File: config.mk
export PLATFORM = sky130hd
export DESIGN_NAME = rst_sequencer
export DESIGN_NICKNAME = d
export VERILOG_FILES = /design/src/rtl/rst_sequencer.sv
export SDC_FILE = /design/constraint.sdc
export NUM_CORES = 1
export LEC_CHECK = 0
export CORE_UTILIZATION = 30
export CTS_CLUSTER_SIZE = 14
export DETAILED_ROUTE_END_ITERATION = 8
export GPL_ROUTABILITY_DRIVEN = 0
export PLACE_DENSITY_LB_ADDON = 0.15
export SYNTH_ARGS = -nofsm -noshare
export SYNTH_HDL_FRONTEND = slang
export SYNTH_SLANG_ARGS = --single-unit
File: constraint.sdc
create_clock -name i_clk -period 4.21 [get_ports i_clk]
set_clock_uncertainty 0.1 [all_clocks]
set_input_delay 0.842 -clock i_clk [delete_from_list [all_inputs] [get_ports i_clk]]
set_output_delay 0.842 -clock i_clk [all_outputs]
set_load 0.05 [all_outputs]
File: src/rtl/rst_sequencer.sv
// Staged reset release for NDOMAINS active-low domains behind PRCI, plus a
// valid/ready software-reset path that pulses and re-sequences selected domains.
module rst_sequencer #(
  parameter int NDOMAINS    = 4,
  parameter int STAGE_DELAY = 16,
  parameter int PULSE_WIDTH = 8,
  parameter int CNT_W       = 8
) (
  input  logic                i_clk,
  input  logic                i_rst,
  input  logic                i_req_valid,
  input  logic [NDOMAINS-1:0] i_req_mask,
  output logic                o_req_ready,
  output logic                o_resp_valid,
  output logic [NDOMAINS-1:0] o_nrst,
  output logic                o_busy
);

  localparam int IDX_W   = $clog2(NDOMAINS + 1);
  localparam int CNT_MAX = (1 << CNT_W) - 1;
  localparam logic [CNT_W-1:0] SD_LAST = CNT_W'(STAGE_DELAY - 1);
  localparam logic [CNT_W-1:0] PW_LAST = CNT_W'(PULSE_WIDTH - 1);
  localparam logic [IDX_W-1:0] IDX_LAST = IDX_W'(NDOMAINS - 1);

  // Counter compare is equality, so a too-narrow counter would wrap forever.
  if (STAGE_DELAY > CNT_MAX || PULSE_WIDTH > CNT_MAX) begin : g_cnt_w_chk
    $error("rst_sequencer: CNT_W too narrow for STAGE_DELAY/PULSE_WIDTH");
  end

  typedef enum logic [2:0] {
    S_RESET, S_RELEASE, S_RUN, S_PULSE, S_RESEQ, S_DONE
  } state_t;

  state_t              state, state_nxt;
  logic [CNT_W-1:0]    cnt, cnt_nxt;
  logic [IDX_W-1:0]    idx, idx_nxt;
  logic [NDOMAINS-1:0] mask, mask_nxt, nrst_nxt;
  logic                ready_nxt, resp_nxt, busy_nxt;

  // Next selected domain at or above idx; unselected indices cost no cycles.
  logic             found, more;
  logic [IDX_W-1:0] cur;
  always_comb begin
    found = 1'b0;
    more  = 1'b0;
    cur   = '0;
    for (int k = 0; k < NDOMAINS; k++) begin
      if (mask[k] && (IDX_W'(k) >= idx)) begin
        if (!found) begin
          found = 1'b1;
          cur   = IDX_W'(k);
        end else begin
          more = 1'b1;
        end
      end
    end
  end

  always_comb begin
    state_nxt = state;
    cnt_nxt   = cnt;
    idx_nxt   = idx;
    mask_nxt  = mask;
    nrst_nxt  = o_nrst;
    resp_nxt  = 1'b0;
    case (state)
      S_RESET: begin
        state_nxt = S_RELEASE;
        cnt_nxt   = '0;
        idx_nxt   = '0;
      end
      S_RELEASE: begin
        if (cnt == SD_LAST) begin
          for (int k = 0; k < NDOMAINS; k++)
            if (IDX_W'(k) == idx) nrst_nxt[k] = 1'b1;
          cnt_nxt = '0;
          idx_nxt = idx + 1'b1;
          if (idx == IDX_LAST) state_nxt = S_RUN;
        end else begin
          cnt_nxt = cnt + 1'b1;
        end
      end
      S_RUN: begin
        if (i_req_valid && o_req_ready) begin
          mask_nxt = i_req_mask;
          cnt_nxt  = '0;
          if (|i_req_mask) begin
            nrst_nxt  = o_nrst & ~i_req_mask;
            state_nxt = S_PULSE;
          end else begin
            state_nxt = S_DONE;
          end
        end
      end
      S_PULSE: begin
        if (cnt == PW_LAST) begin
          cnt_nxt   = '0;
          idx_nxt   = '0;
          state_nxt = S_RESEQ;
        end else begin
          cnt_nxt = cnt + 1'b1;
        end
      end
      S_RESEQ: begin
        if (!found) begin
          state_nxt = S_DONE;
        end else if (cnt == SD_LAST) begin
          for (int k = 0; k < NDOMAINS; k++)
            if (IDX_W'(k) == cur) nrst_nxt[k] = 1'b1;
          cnt_nxt = '0;
          idx_nxt = cur + 1'b1;
          if (!more) state_nxt = S_DONE;
        end else begin
          cnt_nxt = cnt + 1'b1;
        end
      end
      S_DONE: begin
        resp_nxt  = 1'b1;
        state_nxt = S_RUN;
      end
      default: state_nxt = S_RESET;
    endcase
    ready_nxt = (state_nxt == S_RUN);
    busy_nxt  = !ready_nxt;
  end

  always_ff @(posedge i_clk) begin
    if (i_rst) begin
      state        <= S_RESET;
      cnt          <= '0;
      idx          <= '0;
      mask         <= '0;
      o_nrst       <= '0;
      o_req_ready  <= 1'b0;
      o_resp_valid <= 1'b0;
      o_busy       <= 1'b1;
    end else begin
      state        <= state_nxt;
      cnt          <= cnt_nxt;
      idx          <= idx_nxt;
      mask         <= mask_nxt;
      o_nrst       <= nrst_nxt;
      o_req_ready  <= ready_nxt;
      o_resp_valid <= resp_nxt;
      o_busy       <= busy_nxt;
    end
  end

endmodule

# Yosys cells after proc, flatten, opt, wreduce, memory -nomap -nowiden
# Cells that the tools add are included.
# totals
out_inout_bits,7
ff_bits,25
input_bits,7
word_cells,119
# op_classes
bitwise,2
n_eq_ne,29
addsub,3
n_mux,50
magnitude_cmp,4
n_reduce_logical,20
# ops
operator,count
3-bit 2-to-1 mux,16
8-bit one-hot mux with 5 select lines,1
8-bit 2-to-1 mux,4
8-bit AND reduction,4
2-bit != test (second input constant),14
1-bit 2-to-1 mux,21
4-bit 2-to-1 mux,5
3-bit one-hot mux with 6 select lines,1
2-bit by 3-bit == test with 1-bit output (first input constant),4
3-bit by 2-bit == test with 1-bit output (second input constant),4
3-bit one-hot mux with 4 select lines,1
4-bit one-hot mux with 3 select lines,1
3-bit zero test,3
8-bit by 1-bit adder with 8-bit output (second input constant),1
8-bit by 3-bit == test with 1-bit output (second input constant),1
8-bit by 4-bit == test with 1-bit output (second input constant),1
3-bit by 1-bit adder with 3-bit output (second input constant),2
1-bit by 3-bit == test with 1-bit output (first input constant),2
3-bit == test (second input constant),2
1-bit by 3-bit >= comparator with 1-bit output (first input constant),2
2-bit by 3-bit >= comparator with 1-bit output (first input constant),2
1-bit logical AND,5
5-bit AND reduction,1
5-bit nonzero test,1
9 further kinds,9

# Longest topological paths before layout
# logic_depth
word_depth,15
ltp_mapped,9
depth_no_buf,9

# Worst setup path after synthesis
# No wires, ideal clock.
# synth_path
kind,flip-flop to flip-flop
startpoint,register cnt[5]
endpoint,register idx[0]
arrival_time_ps,2178
period_less_slack_ps,2348
path_stages_with_launch,8
n_path_buf,1
required_ps,4040
setup_time_ps,70
path_slack_ps,1862
cell_sequence,dfxtp_1 or4_1 buf_2 or3_1 o22ai_4 nand2_2 or4_1 a21oi_1
# synth_between
elab_chain_cells,3
elab_cells_between_ends,6
cone_classes,5 x eq/ne; 1 x reduce/logical
# synth_lines
element,line_no,rtl
"start, declared",35,"logic [CNT_W-1:0] cnt, cnt_nxt;"
"start signal, assigned",139,cnt <= cnt_nxt;
8-bit by 3-bit == test with 1-bit output or 8-bit by 4-bit == test with 1-bit output (tied branches),"96, 73, 107",
2-bit != test (no source line),n/a,
5-bit AND reduction (no source line) (*),n/a,
"end signal, assigned",140,idx <= idx_nxt;
"end, declared",36,"logic [IDX_W-1:0] idx, idx_nxt;"
# Every way passes the cells marked *; elsewhere a longest branch is shown, timed or not.
# A chain may end at the register's enable or synchronous reset.

# Worst setup path after layout
# layout_path
startpoint,register state[2]
endpoint,register idx[2]
# layout_between
elab_chain_cells,3
elab_cells_between_ends,11
cone_classes,7 x eq/ne; 1 x mux; 3 x reduce/logical
# layout_lines
element,line_no,rtl
"start, declared",34,"state_t state, state_nxt;"
"start signal, assigned",138,state <= state_nxt;
"3-bit == test, or another cell as far along",66,case (state)
4-bit nonzero test (no source line) or 2-bit != test (tied branches),n/a,
5-bit AND reduction (no source line),n/a,
# Parallel ways exist; a longest one is shown, timed or not.

==> qor.csv <==
stage;metric;value;unit
clock_tree;ctsHoldBuffers;0;
clock_tree;clock_latency;280;ps
global_route;overflow;0;
synthesis;seq_area_frac_synth;0.311;
sta;hold_viol;0;
cells_and_area;antenna_cells;0;
cells_and_area;final_cell_mix;dfxtp_1 (25), nor2_1 (23), nand2_1 (20), o21ai_0 (13), clkdlybuf4s50_1 (13);
synthesis;synth-xor-area-share;0.0272;
clock_tree;cts_resized;0;
die;die_h;75.3;um
setup_path;r2r_setup_slack;1540;ps
synthesis;synth-seq-cells;25;
hold_path;hp-class;reg2reg;
die;ios;14;
sta;max_slew_margin;0.412;
setup_path;cp-endpoint;idx[2];
synthesis;synth_edf_count;0;
setup_path;worstReg2RegEnd;idx[2];
synthesis;synth_top_family_by_area;simple AND/OR/NAND/NOR gates;
setup_path;cp-end-kind;flop;
pwr;power.leakage;0.612;nW
synthesis;yosysUniqueCellTypes;55;
cells_and_area;area_growth;9.87;%
detailed_routing;first_pass_iters;4;
sta;min_period;2670;ps
setup_path;critPathKind;reg2reg;
place;port_buffers;13;
global_route;gr-usage-met3;0.0201;
synthesis;synthesis.instances;199;
setup_path;crit_chain;nor3b_2 -> nand2_1 -> or3_1 -> o21ai_0 -> ha_1 -> o211ai_1 -> nand2_1 -> a21oi_1;
sta;rsz0062_at_grt;false;
global_route;grt_max_degree;19;
global_route;first_global_vias;1284;
sta;tightest_slew;875;ps
setup_path;cpMaxStageDelayCell;dfxtp_1;
synthesis;synth-simple-area-share;0.311;
die;coreArea;5140;um^2
sta;finalSetupViolCount;0;
detailed_routing;finalWirelength;3.83;mm
sta;slew_violations;0;
clock_tree;cts_root_buffer;clkbuf_8;
synthesis;yosysTopAreaCellShare;0.311;
sta;finalSetupTns;0;ps
synthesis;synth.area.top_cells;dfxtp_1 (31%), nor2_1 (5.4%), nand2_1 (4.7%), o21ai_0 (4.0%), a21oi_1 (3.7%);
detailed_routing;drt_first_iter_violations;113;
die;die-area;5660;um^2
run;max-cap-violations;0;
die;fp-row-count;26;
setup_path;worstPathRequired;4240;ps
clock_tree;post-cts-setup-buffers;0;
global_route;use_met1;0.249;
setup_path;r2r-start;state[2];
clock_tree;cts.sinks;25;
cells_and_area;utilization;0.344;
die;initial_utilization;0.313;
clock_tree;cts_buffers;3;
clock_tree;tritoncts;done;
place;dp.final_hpwl;2.81;mm
pwr;power_density;241;nW/um^2
status;status;finished, final reports clean;
setup_path;max_stage_delay;670;ps
detailed_routing;via_per_inst;5.28;
detailed_routing;drt.antenna.violating_nets;0;
setup_path;startpoint_type;flop;
synthesis;syn_nets;208;
setup_path;arrival;2700;ps
sta;post-route-period-util;0.635;
sta;max_freq;374;MHz
cells_and_area;layout-drive-gt1-share;0.0631;
synthesis;netlist_area;1610;um^2
global_route;antenna_found_initial;0;
cells_and_area;n_fill_cell;599;
detailed_routing;via_count;1457;
pwr;finalPower;0.000427;W
synthesis;yosysWarnings;0;
setup_path;crit_fanout;18;
cells_and_area;layout_commonest_cell;dfxtp_1;
clock_tree;h-tree-depth;1;
global_route;busiest_layer;met1;
synthesis;syn_avg_cell_area;8.09;um^2
cells_and_area;final_nets;216;
global_route;gr-usage-met2;0.194;
synthesis;async_flop_share;0;
pwr;ir_drop;0.102;mV
setup_path;crit_start;state[2];
synthesis;synthAdderAreaFrac;0.0155;
synthesis;synthMuxAreaShare;0.0249;
detailed_routing;wl_per_cell;13.9;um
setup_path;reg2reg_depth;8;
setup_path;cpMostUsedCell;nand2_1;
global_route;grt_pass1_wl;6.50;mm
die;die_w;75.3;um
clock_tree;cts.clk_slew.worst_paths;100;ps
clock_tree;max-clock-path-buffers;2;
synthesis;synth_top_area_cell;dfxtp_1;
global_route;track_usage;0.151;
synthesis;synth-main-ff-cell;dfxtp_1;
synthesis;synth_compound_area_frac;0.237;
detailed_routing;route.detailed.drc;0;
==> synthesized netlist by cell type (2+ instances only) <==
cell       n
inv_1      4
clkbuf_8   3
nand2_1   20
mux2i_1    4
and3_1     4
xnor2_1    5
o211ai_1   4
a211oi_1   2
nand2b_1   4
o21ai_0   13
a21o_1     2
buf_6      4
o211a_1    2
or4_1      4
nor2b_1    4
a21oi_1   12
or2_2      2
nor4_1     2
a211o_1    2
ha_1       2
or3_1      3
nor2_1    23
nand4_1    4
nor3_1     7
nand3b_1   2
dfxtp_1   25
nand3_1    7
nand4b_1   2
==> logic make-up (layout without fill, tap and decap cells) <==
logic type      Yosys count  count (layout)
simple gates             95              95
compound gates           54              54
flops                    25              25
buf+inv                  14              21
xor+xnor                  5               5
mux                       4               4
fa+ha+maj                 2               2
==> where the power goes <==
part / internal [W] / switching [W] / leakage (nW)
Clock: 0.0000679 / 0.0000830 / 0.0228
Sequential: 0.000239 / 0.00000484 / 0.202
Combinational: 0.0000145 / 0.0000180 / 0.387
Total: 0.000321 / 0.000106 / 0.612
==> per-layer routing <==
| metal | part of all wire | routed length (um) |
|---|---|---|
| met4 | 0.015 | 58 |
| met2 | 0.41 | 1560 |
| met3 | 0.029 | 110 |
| met1 | 0.55 | 2100 |
| met5 | 0 | 0 |
==> worst max-delay path: cells and delay by family, from the launching register on <==
family	cells	cell delay, ps
AOI/OAI and AO/OA	3	270
adders and majority gates	1	200
and+or+nand+nor	4	1280
DFF	1	670
==> flip-flops by register name, summed over array words and instances, names as in the netlist <==
name          count
idx               3
o_resp_valid      1
o_nrst            4
o_req_ready       1
cnt               8
o_busy            1
mask              4
state             3
==> cell type report <==
cell class	count	area [um^2]	area share
clock buffer	4	45.0	0.0255
inverter	4	15.0	0.00849
multi-input combinational	160	991	0.560
sequential	25	500	0.283
tap	70	87.6	0.0495
timing repair buffer	13	130	0.0736
==> stage by stage <==
| stage | hold slack (ps) | cells | area [um^2] | worst slack [ps] |
|---|---|---|---|---|
| floorplan | 349 | 199 | 1610 | 1860 |
| global placement | 368 | 272 | 1720 | 1390 |
| detailed placement | 370 | 272 | 1720 | 1330 |
| CTS | 384 | 276 | 1770 | 1580 |
| global route | 430 | 276 | 1770 | 1310 |
| finish | 379 | 276 | 1770 | 1540 |
==> how the worst min path moves through the flow <==
| stage | from | end | slack [ps] | cells past startpoint |
|---|---|---|---|---|
| after detailed placement | cnt[1] | cnt[1] | 370 | 2 |
| final | cnt[1] | cnt[1] | 380 | 2 |
| after floorplan | cnt[1] | cnt[1] | 350 | 2 |
| after CTS | cnt[1] | cnt[1] | 380 | 2 |
| after global routing | cnt[1] | cnt[1] | 430 | 2 |
| after global placement | cnt[1] | cnt[1] | 370 | 2 |
(Power assumes the default switching activity.)
